<file path="src/rtl/dispense_pkg.sv">
// Shared definitions for the dispense sequencer: FSM state encoding and
// servo/motor direction constants.
package dispense_pkg;

  typedef enum logic [2:0] {
    IDLE       = 3'd0,
    WAIT_COLOR = 3'd1,
    DISPENSE   = 3'd2,
    CAR        = 3'd3,
    RETURN     = 3'd4,
    DONE       = 3'd5
  } state_e;

  localparam logic DIR_FWD = 1'b1;
  localparam logic DIR_REV = 1'b0;

endpackage

</file>
<file path="src/rtl/dispense_sequencer_tick_timer.sv">
// tick_timer: loadable down counter that saturates at zero.
// expired_o is high while the count is zero.
module tick_timer #(
  parameter int CNT_W = 32
) (
  input  logic             clk,
  input  logic             rst_n,
  input  logic             load_i,
  input  logic [CNT_W-1:0] load_val_i,
  output logic             expired_o
);

  logic [CNT_W-1:0] cnt_q;

  // Load has priority; otherwise count down and stick at zero.
  always_ff @(posedge clk or negedge rst_n) begin
    if (!rst_n)              cnt_q <= '0;
    else if (load_i)         cnt_q <= load_val_i;
    else if (cnt_q != '0)    cnt_q <= cnt_q - CNT_W'(1);
  end

  assign expired_o = (cnt_q == '0);

endmodule

</file>
<file path="src/rtl/dispense_sequencer.sv">
// dispense_sequencer: per round, wait for a confirmed colour, pulse that
// colour's motor for MOTOR_TICKS cycles, then drive the car for CAR_TICKS.
// Repeats NUM_ROUNDS times. Optional macro CAR_RETURN_EN adds a reverse
// car move of NUM_ROUNDS*CAR_TICKS cycles after the last round.
// All outputs are registered from the next state (Moore).
module dispense_sequencer
  import dispense_pkg::*;
#(
  parameter int NUM_COLORS  = 3,
  parameter int NUM_ROUNDS  = 3,
  parameter int ID_W        = 4,
  parameter int MOTOR_TICKS = 50000000,
  parameter int CAR_TICKS   = 100000000,
  parameter int CNT_W       = 32,
  localparam int RW         = $clog2(NUM_ROUNDS + 1)
) (
  input  logic                  clk,
  input  logic                  rst,
  input  logic                  start,
  input  logic                  abort,
  input  logic [ID_W-1:0]       color_id,
  input  logic                  confirm,
  output logic [NUM_COLORS-1:0] motor_en,
  output logic [NUM_COLORS-1:0] motor_dir,
  output logic                  car_en,
  output logic                  car_dir,
  output logic                  busy,
  output logic                  done,
  output logic                  err,
  output logic [RW-1:0]         round_idx
);

  localparam int SEL_W = (NUM_COLORS > 1) ? $clog2(NUM_COLORS) : 1;
  localparam logic [ID_W:0]    NCOL   = (ID_W+1)'(NUM_COLORS);
  localparam logic [RW-1:0]    LAST_R = RW'(NUM_ROUNDS - 1);
  localparam logic [CNT_W-1:0] MOT_LD = CNT_W'(MOTOR_TICKS - 1);
  localparam logic [CNT_W-1:0] CAR_LD = CNT_W'(CAR_TICKS - 1);
`ifdef CAR_RETURN_EN
  localparam logic [CNT_W-1:0] RET_LD =
    CNT_W'(64'(NUM_ROUNDS) * 64'(CAR_TICKS) - 64'd1);
`endif

  state_e                  state_q, state_d;
  logic [SEL_W-1:0]        sel_q, sel_d;
  logic [RW-1:0]           round_q, round_d;
  logic                    confirm_q;
  logic                    conf_edge;
  logic                    t_load, t_expired;
  logic [CNT_W-1:0]        t_val;
  logic [NUM_COLORS-1:0]   motor_q, motor_d;
  logic                    car_en_q, car_en_d, car_dir_q, car_dir_d;
  logic                    busy_q, busy_d, done_q, done_d, err_q, err_d;

  assign conf_edge = confirm & ~confirm_q;

  tick_timer #(.CNT_W(CNT_W)) u_timer (
    .clk        (clk),
    .rst_n      (rst),
    .load_i     (t_load),
    .load_val_i (t_val),
    .expired_o  (t_expired)
  );

  // Next-state, round/selection bookkeeping, timer loads and output decode.
  always_comb begin
    state_d = state_q;
    sel_d   = sel_q;
    round_d = round_q;
    t_load  = 1'b0;
    t_val   = '0;
    err_d   = 1'b0;
    unique case (state_q)
      IDLE: if (start) begin
        state_d = WAIT_COLOR;
        round_d = '0;
      end
      WAIT_COLOR: if (conf_edge) begin
        if ({1'b0, color_id} < NCOL) begin
          sel_d   = color_id[SEL_W-1:0];
          state_d = DISPENSE;
          t_load  = 1'b1;
          t_val   = MOT_LD;
        end else begin
          err_d = 1'b1;
        end
      end
      DISPENSE: if (t_expired) begin
        state_d = CAR;
        t_load  = 1'b1;
        t_val   = CAR_LD;
      end
      CAR: if (t_expired) begin
        if (round_q == LAST_R) begin
`ifdef CAR_RETURN_EN
          state_d = RETURN;
          t_load  = 1'b1;
          t_val   = RET_LD;
`else
          state_d = DONE;
`endif
        end else begin
          round_d = round_q + RW'(1);
          state_d = WAIT_COLOR;
        end
      end
`ifdef CAR_RETURN_EN
      RETURN: if (t_expired) state_d = DONE;
`endif
      DONE:    state_d = IDLE;
      default: state_d = IDLE;
    endcase

    // Abort overrides every other event in any active state.
    if (abort && state_q != IDLE) begin
      state_d = IDLE;
      round_d = '0;
      t_load  = 1'b1;
      t_val   = '0;
      err_d   = 1'b0;
    end

    motor_d   = (state_d == DISPENSE) ? (NUM_COLORS'(1) << sel_d) : '0;
    car_en_d  = (state_d == CAR);
    car_dir_d = (state_d == CAR) ? DIR_FWD : DIR_REV;
`ifdef CAR_RETURN_EN
    if (state_d == RETURN) car_en_d = 1'b1;
`endif
    busy_d = (state_d != IDLE);
    done_d = (state_d == DONE);
  end

  // State, bookkeeping and registered outputs.
  always_ff @(posedge clk or negedge rst) begin
    if (!rst) begin
      state_q   <= IDLE;
      sel_q     <= '0;
      round_q   <= '0;
      confirm_q <= 1'b0;
      motor_q   <= '0;
      car_en_q  <= 1'b0;
      car_dir_q <= 1'b0;
      busy_q    <= 1'b0;
      done_q    <= 1'b0;
      err_q     <= 1'b0;
    end else begin
      state_q   <= state_d;
      sel_q     <= sel_d;
      round_q   <= round_d;
      confirm_q <= confirm;
      motor_q   <= motor_d;
      car_en_q  <= car_en_d;
      car_dir_q <= car_dir_d;
      busy_q    <= busy_d;
      done_q    <= done_d;
      err_q     <= err_d;
    end
  end

  assign motor_en  = motor_q;
  assign motor_dir = motor_q;
  assign car_en    = car_en_q;
  assign car_dir   = car_dir_q;
  assign busy      = busy_q;
  assign done      = done_q;
  assign err       = err_q;
  assign round_idx = round_q;

endmodule
</file>
<file path="config.mk">
export PLATFORM = sky130hd
export DESIGN_NAME = dispense_sequencer
export DESIGN_NICKNAME = d
export VERILOG_FILES = /design/src/rtl/dispense_pkg.sv /design/src/rtl/dispense_sequencer_tick_timer.sv /design/src/rtl/dispense_sequencer.sv
export SDC_FILE = /design/constraint.sdc
export NUM_CORES = 1
export LEC_CHECK = 0
export ABC_CLOCK_PERIOD_IN_PS = 3400
export CORE_MARGIN = 3
export CORE_UTILIZATION = 51
export CTS_BUF_LIST = sky130_fd_sc_hd__clkbuf_16
export CTS_CLUSTER_SIZE = 14
export DETAILED_ROUTE_END_ITERATION = 16
export PLACE_DENSITY = 0.72
export SYNTH_ARGS = -nofsm -noshare
export SYNTH_HDL_FRONTEND = slang
export SYNTH_SLANG_ARGS = --single-unit
</file>
<file path="constraint.sdc">
create_clock -name clk -period 3.4 [get_ports clk]
set_clock_uncertainty 0.05 [all_clocks]
set_input_delay 0.51 -clock clk [delete_from_list [all_inputs] [get_ports clk]]
set_output_delay 0.51 -clock clk [all_outputs]
set_load 0.02 [all_outputs]
</file>
==> reports/results.ini <==
[synth]
ys_types = 49
syn_nets = 271
synth_edf_count = 0
ys_async_sr_fraction_pct = 100
synth_area_per_cell_um2 = 9.75
synthCells = 259
yosys-top-cells-area = dfrtp_1 (47%), xnor2_1 (5.2%), nor4_1 (3.7%), a21oi_1 (3.4%), nor3_1 (3.2%)
yosysWarnings = 0
yosys.cell_count.top_type = dfrtp_1
yosys-top-cells-count = dfrtp_1 (47), a21oi_1 (17), nor2_1 (17), nor3_1 (16)
synthFlopType = dfrtp_1
syn_area_um2 = 2530
ys_ff_latch = 47
post-synth-top-area-cell = dfrtp_1
synth_top_area_share_pct = 46.6
synth_seq_area_share_pct = 46.6

[routing]
vias = 2135
avgViaCountPerCell = 6.15
firstDrtPassIters = 4
drtIter0Drc = 169
antenna_left = 0
avgRoutedWirePerCell_um = 16.8
wirelength_um = 5820
drt_drc_violations_left = 0

[setup_path]
r2r-start = u_timer.cnt_q[0]$_DFFE_PN0P_
cp-startpoint = u_timer.cnt_q[0]$_DFFE_PN0P_
path_max_fanout = 7
end_kind = flop
critPathRequiredTime_ns = 3.51
path_class = flop to flop
startpoint_type = flop
arrival_ns = 3.01

[floorplanning]
io_pins = 22
start_util_pct = 55.3
die_w_um = 76.4
fp.coreArea_um2 = 4560
std_cell_rows = 24
die-height_um = 76.4
design.die.area_um2 = 5830

[cts]
clockBufferDepth = 2
cts_tree = built
htreeDepth = 2
cts_resized = 0
post-cts-setup-buffer-count = 0
clk_latency_ns = 0.29
cts.clk_slew.worst_paths_ns = 0.07
clock_sinks = 47
clockRootBuffer = clkbuf_16
ctsHoldBuffers = 0
cts_made_buffers = 5

[pwr]
intPower_mw = 1.43
leakage_nw = 1.24
seqPwrFrac_pct = 36.8
switchingPower_uw = 989
p_sw_share_pct = 40.9
ir_drop_mv = 0.402
combPwrFrac_pct = 42.4
power_density_nw_per_um2 = 820
pwr-share-clk_pct = 20.7

[final_layout]
drive_gt1_share_pct = 9.22
fillCellCount = 379
diodes = 0
nets = 293
multi_input_area_um2 = 1250
areaGrowthSynthToFinish_pct = 16.7
seqCellArea_um2 = 1180
final_core_util_pct = 64.6

[grt]
met2_usage_pct = 35.1
grt_pass1_vias = 2175
grt_pass1_wl_um = 10300
antenna_found_initial = 0
grt_use_met3_pct = 4.02
top_usage_layer = met2
grt_usage_pct = 21.6
grt_max_degree = 48
grt_overflow_total = 0
met1_usage_pct = 29.6

[timing]
grt_setup_unrepaired = no
max_freq_mhz = 345
hold_viol = 0
fin_setup_tns_ns = 0
worst_slew_pin_slew_ns = 1.04
slew_headroom_pct = 30.7
slew_violations = 0
finalSetupViolCount = 0
min_period_over_period_pct = 85.3
min_period_ns = 2.90

[placement]
gp_congestion = 0.906
port_buffers = 21
dpl.hpwl_um = 4210

[min_path]
hold_path_class = input port to async pin

[status]
status = complete, no violations

[run]
max-cap-violations = 0

==> cells in the final DEF (no fill, tap or decap), types with 3 or more instances in the layout <==
cell type / count
a21oi_1: 17
a311oi_1: 3
and3_1: 5
buf_4: 6
clkbuf_16: 5
clkdlybuf4s50_1: 20
dfrtp_1: 47
ha_1: 3
inv_1: 9
mux2i_1: 3
nand2_1: 9
nand2b_1: 3
nand3_1: 8
nand4_1: 4
nor2_1: 17
nor3_1: 16
nor4_1: 14
o21ai_0: 14
o31ai_1: 5
or2_2: 3
or3_1: 8
or4_1: 7
or4_4: 3
xnor2_1: 15
xor2_1: 3
==> metrics by stage <==
stage          instance area [um2]  hold WS [ns]  instances  total power, mW  setup slack (ns)
3_3_place_gp                  2800         0.467        339             1.90             0.633
4_1_cts                       2950         0.399        347             2.42             0.534
2_1_floorplan                 2530         0.164        259             1.60             0.863
5_1_grt                       2950         0.444        347             2.62             0.233
3_5_place_dp                  2800         0.482        339             1.90             0.568
6_report                      2950         0.358        347             2.42             0.500
==> power by group through the flow <==
stage	clock network, mW	registers, mW	logic (mW)
after floorplan	0	0.851	0.752
after global placement	0	0.889	1.01
after detailed placement	0	0.889	1.01
after CTS	0.514	0.885	1.02
after global routing	0.540	0.914	1.16
final	0.501	0.891	1.03
==> critical path, cell delays in order, from the launching register on <==
cell	delay, ns
dfrtp_1	0.44
inv_1	0.10
ha_1	0.14
nor4b_1	0.43
nand4_1	0.27
or4_1	0.66
o21ai_1	0.43
buf_4	0.22
a21oi_1	0.04
==> final timing paths <==
path / to / slack, ns / cells past startpoint
max: u_timer.cnt_q[11]$_DFFE_PN0P_ / 0.50 / 8
min: u_timer.cnt_q[10]$_DFFE_PN0P_ / 0.36 / 1
max reg2reg: u_timer.cnt_q[11]$_DFFE_PN0P_ / 0.50 / 8
min reg2reg: u_timer.cnt_q[27]$_DFFE_PN0P_ / 0.49 / 2
max in group asynchronous: u_timer.cnt_q[18]$_DFFE_PN0P_ / 2.30 / 1
min in group clk: u_timer.cnt_q[27]$_DFFE_PN0P_ / 0.49 / 2
==> area by class of cell <==
cell class / instances / area share [%]
flip-flops and latches: 47 / 39.9
repair buffers: 27 / 8.49
clock buffers: 5 / 4.24
well taps: 65 / 2.76
clock inverters: 3 / 0.933
multi-input cells: 191 / 42.6
inverters: 9 / 1.15
==> flip-flops by register name, summed over array words and instances (netlist names) <==
name           flops
motor_dir          3
u_timer.cnt_q     32
state_q            3
done               1
err                1
round_idx          2
confirm_q          1
sel_q              2
busy               1
car_dir            1
==> kinds of logic (layout without fill, tap and decap cells) <==
kind of cell | after synthesis | in the layout | share of synthesized area, %
DFF | 47 | 47 | 46.6
and+or+nand+nor | 110 | 110 | 25.4
buffers and inverters | 21 | 44 | 4.01
AOI/OAI and AO/OA | 56 | 56 | 14.7
adders and majority gates | 3 | 3 | 1.49
xor gates and xnor gates | 18 | 18 | 6.24
muxes | 4 | 4 | 1.63
==> layer usage <==
layer	up-vias	share of wire, %	routed length, um
met5	-	0	0
met4	0	1.2	68
met3	9	5.3	307
met2	68	47	2740
met1	1036	46	2700
li1	1022	-	-
Note: power is estimated with default switching activity, not from simulation.
